[config.mk]
export PLATFORM = sky130hd
export DESIGN_NAME = huc_bank
export DESIGN_NICKNAME = d
export VERILOG_FILES = /design/src/rtl/huc_pkg.sv /design/src/rtl/huc_bank_reg.sv /design/src/rtl/huc_bank.sv
export SDC_FILE = /design/constraint.sdc
export NUM_CORES = 1
export LEC_CHECK = 0
export CAP_MARGIN = 20
export CORE_UTILIZATION = 24
export DETAILED_ROUTE_END_ITERATION = 10
export GPL_TIMING_DRIVEN = 0
export PLACE_DENSITY_LB_ADDON = 0.25
export SLEW_MARGIN = 20
export SYNTH_ARGS = -nofsm -noshare
export SYNTH_HDL_FRONTEND = slang
export SYNTH_SLANG_ARGS = --single-unit
[constraint.sdc]
create_clock -name clk -period 3.2 [get_ports clk]
set_input_delay 0.96 -clock clk [delete_from_list [all_inputs] [get_ports clk]]
set_output_delay 0.96 -clock clk [all_outputs]
set_load 0.03 [all_outputs]
[src/rtl/huc_pkg.sv]
// Shared HuCard slot bus types and mapper constants.
package huc_pkg;

    localparam int unsigned CPU_AW  = 21;
    localparam int unsigned DATA_W  = 8;
    localparam int unsigned MEM_AW  = 24;
    localparam int unsigned PAGE_AW = 19;

    typedef enum int unsigned {
        MAP_FLAT = 0,
        MAP_ADDR = 1,
        MAP_DATA = 2
    } map_mode_e;

    typedef struct packed {
        logic [CPU_AW-1:0] addr;
        logic [DATA_W-1:0] data;
        logic              ce;
        logic              oe;
        logic              we;
    } CpuBus;

    typedef struct packed {
        logic [MEM_AW-1:0] addr;
        logic [DATA_W-1:0] dati;
        logic              ce;
        logic              ce2;
        logic              oe;
        logic              we;
    } MemCtrl;

    typedef struct packed {
        logic              clk;
        CpuBus             cpu;
        logic [DATA_W-1:0] rom_dato;
        logic [DATA_W-1:0] ram_dato;
    } HucIn;

    typedef struct packed {
        MemCtrl            rom;
        MemCtrl            ram;
        logic              cart_ce;
        logic [DATA_W-1:0] cart_dato;
    } HucOut;

endpackage

[src/rtl/huc_bank_reg.sv]
// Bank select register: decodes the register window and loads bank_q once per
// CPU write strobe (rising edge of ce & we).
module huc_bank_reg
    import huc_pkg::*;
#(
    parameter int unsigned       MODE     = MAP_ADDR,
    parameter int unsigned       BANK_W   = 2,
    parameter logic [CPU_AW-1:0] REG_BASE = 21'h001FF0
) (
    input  logic              clk,
    input  logic              rst,
    input  CpuBus             cpu,
    output logic [BANK_W-1:0] bank_o
);

    logic              we_d;
    logic              we_q;
    logic              reg_hit;
    logic              wr_stb;
    logic [BANK_W-1:0] bank_new;
    logic [BANK_W-1:0] bank_d;
    logic [BANK_W-1:0] bank_q;

    always_comb begin
        we_d     = cpu.ce & cpu.we;
        reg_hit  = 1'b0;
        bank_new = bank_q;
        if (MODE == MAP_ADDR) begin
            reg_hit  = (cpu.addr[CPU_AW-1:BANK_W] == REG_BASE[CPU_AW-1:BANK_W]);
            bank_new = cpu.addr[BANK_W-1:0];
        end else if (MODE == MAP_DATA) begin
            reg_hit  = (cpu.addr == REG_BASE);
            bank_new = cpu.data[BANK_W-1:0];
        end
        wr_stb = we_d & ~we_q & reg_hit;
        bank_d = wr_stb ? bank_new : bank_q;
    end

    // we_q resets high so a write already asserted at reset release is not a strobe.
    always_ff @(posedge clk or posedge rst) begin
        if (rst) begin
            we_q   <= 1'b1;
            bank_q <= '0;
        end else begin
            we_q   <= we_d;
            bank_q <= bank_d;
        end
    end

    assign bank_o = bank_q;

    logic unused_cpu;
    assign unused_cpu = ^{cpu.oe, cpu.data};

endmodule

[src/rtl/huc_bank.sv]
// Bank-switching HuCard mapper: fixed low ROM window, banked ROM window and
// optional battery-RAM window, all combinational from the CPU bus and bank_q.
module huc_bank
    import huc_pkg::*;
#(
    parameter int unsigned       MODE     = MAP_ADDR,
    parameter int unsigned       BANK_W   = 2,
    parameter int unsigned       ROM_AW   = 22,
    parameter logic [CPU_AW-1:0] REG_BASE = 21'h001FF0,
    parameter int unsigned       RAM_EN   = 0,
    parameter logic [5:0]        RAM_BASE = 6'h10,
    parameter int unsigned       RAM_AW   = 15
) (
    input  logic              clk,
    input  logic              rst,
    input  HucIn              huc_i,
    output HucOut             huc_o,
    output logic [BANK_W-1:0] bank_o
);

    localparam int unsigned PG_W = ROM_AW - PAGE_AW;

    CpuBus             cpu;
    logic [BANK_W-1:0] bank_q;
    logic              ram_hit;
    logic              bank_hit;
    logic              fix_hit;
    logic              rom_hit;
    logic [PG_W-1:0]   page;
    logic [ROM_AW-1:0] rom_addr;

    assign cpu = huc_i.cpu;

    huc_bank_reg #(
        .MODE     (MODE),
        .BANK_W   (BANK_W),
        .REG_BASE (REG_BASE)
    ) u_reg (
        .clk    (clk),
        .rst    (rst),
        .cpu    (cpu),
        .bank_o (bank_q)
    );

    assign bank_o = bank_q;

    // RAM outranks both ROM windows, so an overlapping RAM_BASE steals the range.
    always_comb begin
        ram_hit  = (RAM_EN != 0) && (cpu.addr[CPU_AW-1:15] == RAM_BASE);
        bank_hit = 1'b0;
        fix_hit  = 1'b0;
        page     = '0;
        rom_addr = ROM_AW'(cpu.addr[PAGE_AW-1:0]);
        if (MODE == MAP_FLAT) begin
            fix_hit  = ~ram_hit & ~cpu.addr[CPU_AW-1];
            rom_addr = ROM_AW'(cpu.addr[CPU_AW-2:0]);
        end else begin
            bank_hit = ~ram_hit & (cpu.addr[CPU_AW-1:PAGE_AW] == 2'b01);
            fix_hit  = ~ram_hit & (cpu.addr[CPU_AW-1:PAGE_AW] == 2'b00);
            if (bank_hit) begin
                page     = PG_W'(bank_q) + PG_W'(1);
                rom_addr = {page, cpu.addr[PAGE_AW-1:0]};
            end
        end
        rom_hit = bank_hit | fix_hit;
    end

    always_comb begin
        huc_o          = '0;
        huc_o.rom.addr = MEM_AW'(rom_addr);
        huc_o.rom.dati = cpu.data;
        huc_o.rom.ce   = rom_hit;
        huc_o.rom.ce2  = cpu.ce;
        huc_o.rom.oe   = cpu.oe;
        huc_o.rom.we   = 1'b0;
        huc_o.ram.addr = MEM_AW'(cpu.addr[RAM_AW-1:0]);
        huc_o.ram.dati = cpu.data;
        huc_o.ram.ce   = ram_hit;
        huc_o.ram.ce2  = cpu.ce;
        huc_o.ram.oe   = cpu.oe;
        huc_o.ram.we   = cpu.we & ram_hit;
        huc_o.cart_ce  = rom_hit | ram_hit;
        huc_o.cart_dato = rom_hit ? huc_i.rom_dato : huc_i.ram_dato;
    end

    logic unused_clk;
    assign unused_clk = huc_i.clk;

endmodule

# After elaboration in Yosys (flattened, before gate mapping)

Index checks and enable logic that the tools add are counted.

Output and inout bits: 83
Word-level logic and storage cells: 13
Input bits: 51
Register bits: 3

Reductions and logical operators: 1
Eq/ne operators: 2
Bitwise gates (word level): 5
Multiplexer cells: 2
Add/sub/neg operators: 1

Operator list:

| cell                 | number |
|---|---|
| $mux 22              | 1 |
| $eq 19x11->1 const B | 1 |
| $mux 8               | 1 |
| $add 2x1->3 const B  | 1 |
| $and 1x1->1          | 3 |
| $eq 2x1->1 const B   | 1 |
| $logic_not 2->1      | 1 |
| $not 1->1            | 1 |
| $or 1x1->1           | 1 |

# Longest topological paths before layout

Gate-level depths: netlist (run 1).

Word-level depth: 3
Depth in mapped cells: 5
Depth with buffers taken out: 4

# Hierarchy

Synthesis (run 1) repeated with hierarchy kept, for this count alone.

Cell total of the unflattened synthesis: 100
Area total of the unflattened synthesis: 857.1 um^2

Modules (own cells, without submodules):

| module       | cells an instance | sequential area each (um^2) | instances | area an instance (um^2) |
|---|---|---|---|---|
| huc_bank     | 85                | 0.0                         | 1         | 696.9 |
| huc_bank_reg | 15                | 76.3                        | 1         | 160.2 |

# Least setup slack after synthesis (run 1)

Ideal clock, no wire load.

Path type: input to output
From: input huc_i[47] in the netlist's numbering
To: output huc_o[76] in the netlist's numbering
Setup slack: 371 ps
Path buffers: 1
Data arrival time: 1869 ps
Stages: 2
Cell sequence: buf_2 -> nor3b_1

RTL lines:

| what            | RTL line       | source |
|---|---|---|
| start, declared | huc_bank.sv:16 | `input HucIn huc_i,` |
| end, declared   | huc_bank.sv:17 | `output HucOut huc_o,` |

# Worst setup path after layout (run 1)

From: input huc_i[18] in the netlist's numbering
To: output huc_o[11] in the netlist's numbering

No word-level cell between the ends.

==> run metrics, run 1 <==
Post-Syn Instances=100; post-route clock period utilization=99.2%; worst setup path category=in2out; FF/Latch Area=76.3 µm²; Post-Route WL=2.71 mm; Switching Fraction=41.7%; CP Max Fanout=3; part of the power in registers=9.1%; most frequent cells in the layout=70 x buf_4, 65 x clkdlybuf4s50_1, 23 x dlymetal6s2s_1; CTS tree=built; sequential share of the synthesized area=9.10%; Reg2Reg Depth=4; worst min path class=reg2reg; Die W=61.1 µm; ant diodes=0; Min-Delay Path Depth=1; P_leak=1.22 nW; Initial Utilization=25.1%; largest net degree at the start of global routing=11; first drt pass iteration count=4; data arrival time of the worst path=2220 ps; Yosys cell types=19; synth-to-layout area growth=149%; final setup margin=24.2 ps; clk root buf=clkbuf_4; initial antenna violation count=0; post-synth top area share=62.7%; fin. max-slew vios=0; Multi-input gate area=273 µm²; Skew-Pair Late Insertion Delay=230 ps; routability cong.=0.686; CTS Buf Count=3; max cap viols=0; Core Box Area=3340 µm²; critical path required time=2240 ps; final worst path period need=3180 ps; CP cell instances=clkdlybuf4s50_1, buf_4, clkdlybuf4s50_1; run status=finished clean; clock sink count=3; # Post-CTS Setup Buffers=0; vias=1015; Clock Pin Slew Worst Setup and Hold Paths=30 ps; global-route wire length before repair=3.42 mm; Worst IR Drop VDD=0.179 mV; Synth area leader=buf_4; highest clock rate=315 MHz; Clock Path Buffers=2; GRT Util Overall=12.8%; Hold Fails Final Rpt=0; share of post-route cells with drive strength above 1=37.3%; nets=278; post-DR vias/cell=3.75; P per Cell Area=208 nW/µm²; number of global-route vias before repair=858; grt ovf=0; endpoint class of the critical path=output pin; Power, Total=0.000433 W; unrepaired setup endpoints after global routing=false; H-Tree Depth=1; most common cell after layout, fill and taps aside=buf_4; Die Y-Extent=61.1 µm; routed len/inst=9.98 µm; port bufs=108; cell repeated most along the worst path=clkdlybuf4s50_1; drt initial violations=15; ANT nets after route=0; Fill cells=315; Pint=0.000252 W; residual DRC count=0; slowest stage delay, CP=650 ps; Syn. warnings=0; Die Footprint=3730 µm²; num rows=21; final setup vio count=0; combinational group share of total power=75.5%; dpl hpwl=2.48 mm; Setup crit start kind=primary input; switching pwr=0.000181 W; synthesized flop and latch total=3; Area contributors post-synth=buf_4 63%, mux2_2 11%, dfrtp_1 6.0%, dfstp_2 3.1%, mux2_1 2.7%; slowest CP cell=clkdlybuf4s50_1; Clock Skews=2.06 ps; Boundary Pins=134; Post-Syn Area per Cell=8.38 µm²; Syn Std Cell Area=838 µm²; dpl ws=-149 ps; Clk network pwr share=15.4%
[repair_timing]
item | 4_1_cts | 5_1_grt
hold buffers | 0 | 0
gates cloned | 0 | 0
resized for setup | 20 | 23
setup endpoints to repair | 20 | 23
[Yosys cell counts, drive strengths merged]
cell    count
nor2        1
dfstp       1
and3        2
nor4        2
nand4       1
nand2       1
nor4bb      1
and2        1
nand4b      2
nor3b       1
buf        71
mux2       10
ha          1
dfrtp       2
conb        1
inv         2
[routing by layer]
metal / vias up / track usage (%) / wire, µm
met5: - / 0 / 0
met1: 436 / 11.1 / 857
met4: 0 / 3.90 / 16
met3: 2 / 7.35 / 468
met2: 82 / 24.4 / 1360
li1: 495 / - / -
[kinds of logic (layout without fill, tap and decap cells)]
| logic type | Yosys count | after routing | share of synthesized area, % |
|---|---|---|---|
| buffers and inverters | 73 | 185 | 64.2 |
| and+or+nand+nor | 12 | 12 | 11.3 |
| muxes | 10 | 10 | 13.4 |
| DFF | 3 | 3 | 9.11 |
| adders and majority gates | 1 | 1 | 1.49 |
| other | 1 | 14 | 0.447 |
[power groups by stage]
stage	clock network [W]	registers, W	logic [W]
floorplan	0	0.0000398	0.000200
global placement	0	0.0000399	0.000339
detailed placement	0	0.0000399	0.000342
CTS	0.0000702	0.0000394	0.000333
global route	0.0000767	0.0000395	0.000345
finish	0.0000669	0.0000394	0.000327
[worst max-delay path: cells and delay by family]
kind / cells / cell delay [ps]
buffers and inverters: 3 / 1250
[sequential cells by signal, summed over array words and instances, names as in the netlist]
| signal | flops |
|---|---|
| u_reg.we_q | 1 |
| u_reg.bank_o | 2 |
[metrics by stage]
stage	hold slack, ps	instances	utilization [%]	setup TNS, ps	area (µm²)
after floorplan	709	113	-	0	887
after global placement	523	267	60.7	-320	2030
after detailed placement	545	267	60.7	-451	2030
after CTS	560	271	60.7	0	2030
after global routing	570	271	62.5	0	2080
final	545	271	62.5	0	2080
[area by class of cell]
type,count,share of cell area [%]
plain buffers,71,25.5
clock buffers,4,1.26
inverters,2,0.360
multi-input cells,37,13.1
flip-flops and latches,3,3.66
well taps,46,2.76
repair buffers,108,53.4
[path summary, 6_finish.rpt]
kind / endpoint / from / slack, ps
max: huc_o[11] / huc_i[18] / 20
min: u_reg.bank_o[1] / u_reg.bank_o[1] / 550
max reg2reg: u_reg.bank_o[1] / u_reg.we_q / 1920
min reg2reg: u_reg.bank_o[1] / u_reg.bank_o[1] / 550
max in group asynchronous: u_reg.we_q / rst / 2100
min in group asynchronous: u_reg.bank_o[0] / rst / 890
Power figures use the tool's default switching activity.
==> run 2: changes to the inputs <==
CTS_CLUSTER_DIAMETER = 120   (was not set)
==> results of run 2 <==
Same layout as run 1: the final DEF is identical, and so are final timing and power.
==> run 3: changes to the inputs <==
PLACE_DENSITY = 0.85   (was not set)
PLACE_DENSITY_LB_ADDON = not set   (was 0.25)
==> run metrics, run 3 (synthesis gave the netlist of run 1 again) <==
Clock Skews=0.262 ps (was 2.06 ps); routability cong.=0.679 (was 0.686); Multi-input gate area=273 µm² (unchanged); met1 Use GR=11.0% (was 11.1%); FF/Latch Area=76.3 µm² (unchanged); CTS Buf Count=3 (unchanged); P per Cell Area=209 nW/µm² (was 208 nW/µm²); dpl hpwl=2.38 mm (was 2.48 mm); drt initial violations=8 (was 15); worst min path class=reg2reg (unchanged); Hold Fails Final Rpt=0 (unchanged); Setup crit start kind=primary input (unchanged); max reg flops=2 (unchanged); final worst path period need=3170 ps (was 3180 ps); busiest grt layer=met2 (unchanged); Die W=61.1 µm (unchanged); cell repeated most along the worst path=clkdlybuf4s50_1 (unchanged); max cap viols=0 (unchanged); highest clock rate=315 MHz (about the same); dpl ws=-154 ps (was -149 ps); Clock Path Buffers=2 (unchanged); P_leak=1.22 nW (unchanged); slowest stage delay, CP=660 ps (was 650 ps); most frequent cells in the layout=70 x buf_4, 65 x clkdlybuf4s50_1, 23 x dlymetal6s2s_1 (unchanged); endpoint class of the critical path=output pin (unchanged); ANT nets after route=0 (unchanged); clock sink count=3 (unchanged); residual DRC count=0 (unchanged); port bufs=108 (unchanged); data arrival time of the worst path=2210 ps (was 2220 ps); critical path required time=2240 ps (about the same); most common cell after layout, fill and taps aside=buf_4 (unchanged); num rows=21 (unchanged); Post-Route WL=2.65 mm (was 2.71 mm); Skew-Pair Late Insertion Delay=230 ps (about the same); routed len/inst=9.79 µm (was 9.98 µm); run status=finished clean (unchanged); CP Max Fanout=1 (was 3); Die Y-Extent=61.1 µm (unchanged); CTS tree=built (unchanged); CP cell instances=clkdlybuf4s50_1, mux2_2, clkdlybuf4s50_1 (was clkdlybuf4s50_1, buf_4, clkdlybuf4s50_1); post-DR vias/cell=3.64 (was 3.75); vias=986 (was 1015); ant diodes=0 (unchanged); initial antenna violation count=0 (unchanged); worst setup path category=in2out (unchanged); largest net degree at the start of global routing=11 (unchanged); global-route wire length before repair=3.23 mm (was 3.42 mm); met3 Track Usage GR=5.46% (was 7.35%); final setup vio count=0 (unchanged); nets=278 (unchanged); Clock Pin Slew Worst Setup and Hold Paths=40 ps (was 30 ps); first drt pass iteration count=4 (unchanged); Die Footprint=3730 µm² (unchanged); Core Box Area=3340 µm² (unchanged); Initial Utilization=25.1% (unchanged); synth-to-layout area growth=149% (unchanged); clk root buf=clkbuf_4 (unchanged); number of global-route vias before repair=816 (was 858); final setup margin=26.3 ps (was 24.2 ps); Worst IR Drop VDD=0.0894 mV (was 0.179 mV); Hold Slack=527 ps (was 545 ps); Boundary Pins=134 (unchanged); H-Tree Depth=1 (unchanged); GRT Util Overall=12.1% (was 12.8%); fin. max-slew vios=0 (unchanged); post-route clock period utilization=99.2% (about the same); Fill cells=284 (was 315); slowest CP cell=clkdlybuf4s50_1 (unchanged); M2 GR Usage=22.2% (was 24.4%); share of post-route cells with drive strength above 1=37.3% (unchanged); grt ovf=0 (unchanged)
-- run 3: cell counts in the layout (fill, tap and decap cells not counted) --
No cell type changed its count.
-- run 3: per-stage QoR --
stage	utilization [%]	total power, W	instances	cell area, µm²	setup TNS, ps
3_3_place_gp	60.7	0.000378	267	2030	-323
2_1_floorplan	-	0.000240	113	887	0
3_5_place_dp	60.7	0.000381	267	2030	-469
4_1_cts	60.7	0.000444	271	2030	0
6_report	62.5	0.000435	271	2080	0
5_1_grt	62.5	0.000461	271	2080	-2.06
-- run 3: worst paths after layout --
check | slack, ps | to | startpoint | cells after the start
max in group asynchronous | 2100 | u_reg.we_q | rst | 2
hold / removal | 530 | u_reg.bank_o[1] | u_reg.bank_o[1] | 1
hold reg to reg | 530 | u_reg.bank_o[1] | u_reg.bank_o[1] | 1
setup reg to reg | 1920 | u_reg.bank_o[0] | u_reg.we_q | 4
setup / recovery | 30 | huc_o[7] | huc_i[15] | 3
min in group asynchronous | 890 | u_reg.bank_o[1] | rst | 2
-- run 3: where the power goes --
part	switching (W)	internal, W	total [W]
clock network	0.0000216	0.0000469	0.0000684
registers	0.000000171	0.0000393	0.0000394
logic	0.000160	0.000167	0.000327
-- run 3: critical path, delay by kind of cell --
| kind | cells | cell delay [ps] |
|---|---|---|
| buffers and inverters | 2 | 1110 |
| multiplexers | 1 | 140 |
-- run 3: routing by layer --
metal,share of wire (%),up-vias
met5,0,-
met4,1.2,0
met3,17,4
met2,49,83
met1,33,405
li1,-,494
-- run 3: cell type report --
cell class	instances	area share, %
Inverter	2	0.360
Sequential cell	3	3.66
Multi-Input combinational cell	37	13.1
Tap cell	46	2.76
Timing Repair Buffer	108	53.4
Clock buffer	4	1.26
Buffer	71	25.5
-- run 3: what timing repair did --
action | 4_1_cts | 5_1_grt
hold buffers | 0 | 0
resized for setup | 20 | 23
pin swaps | 0 | 0
endpoints found under the setup margin | 20 | 23
hold endpoints to repair | 0 | 0
setup buffers | 0 | 0
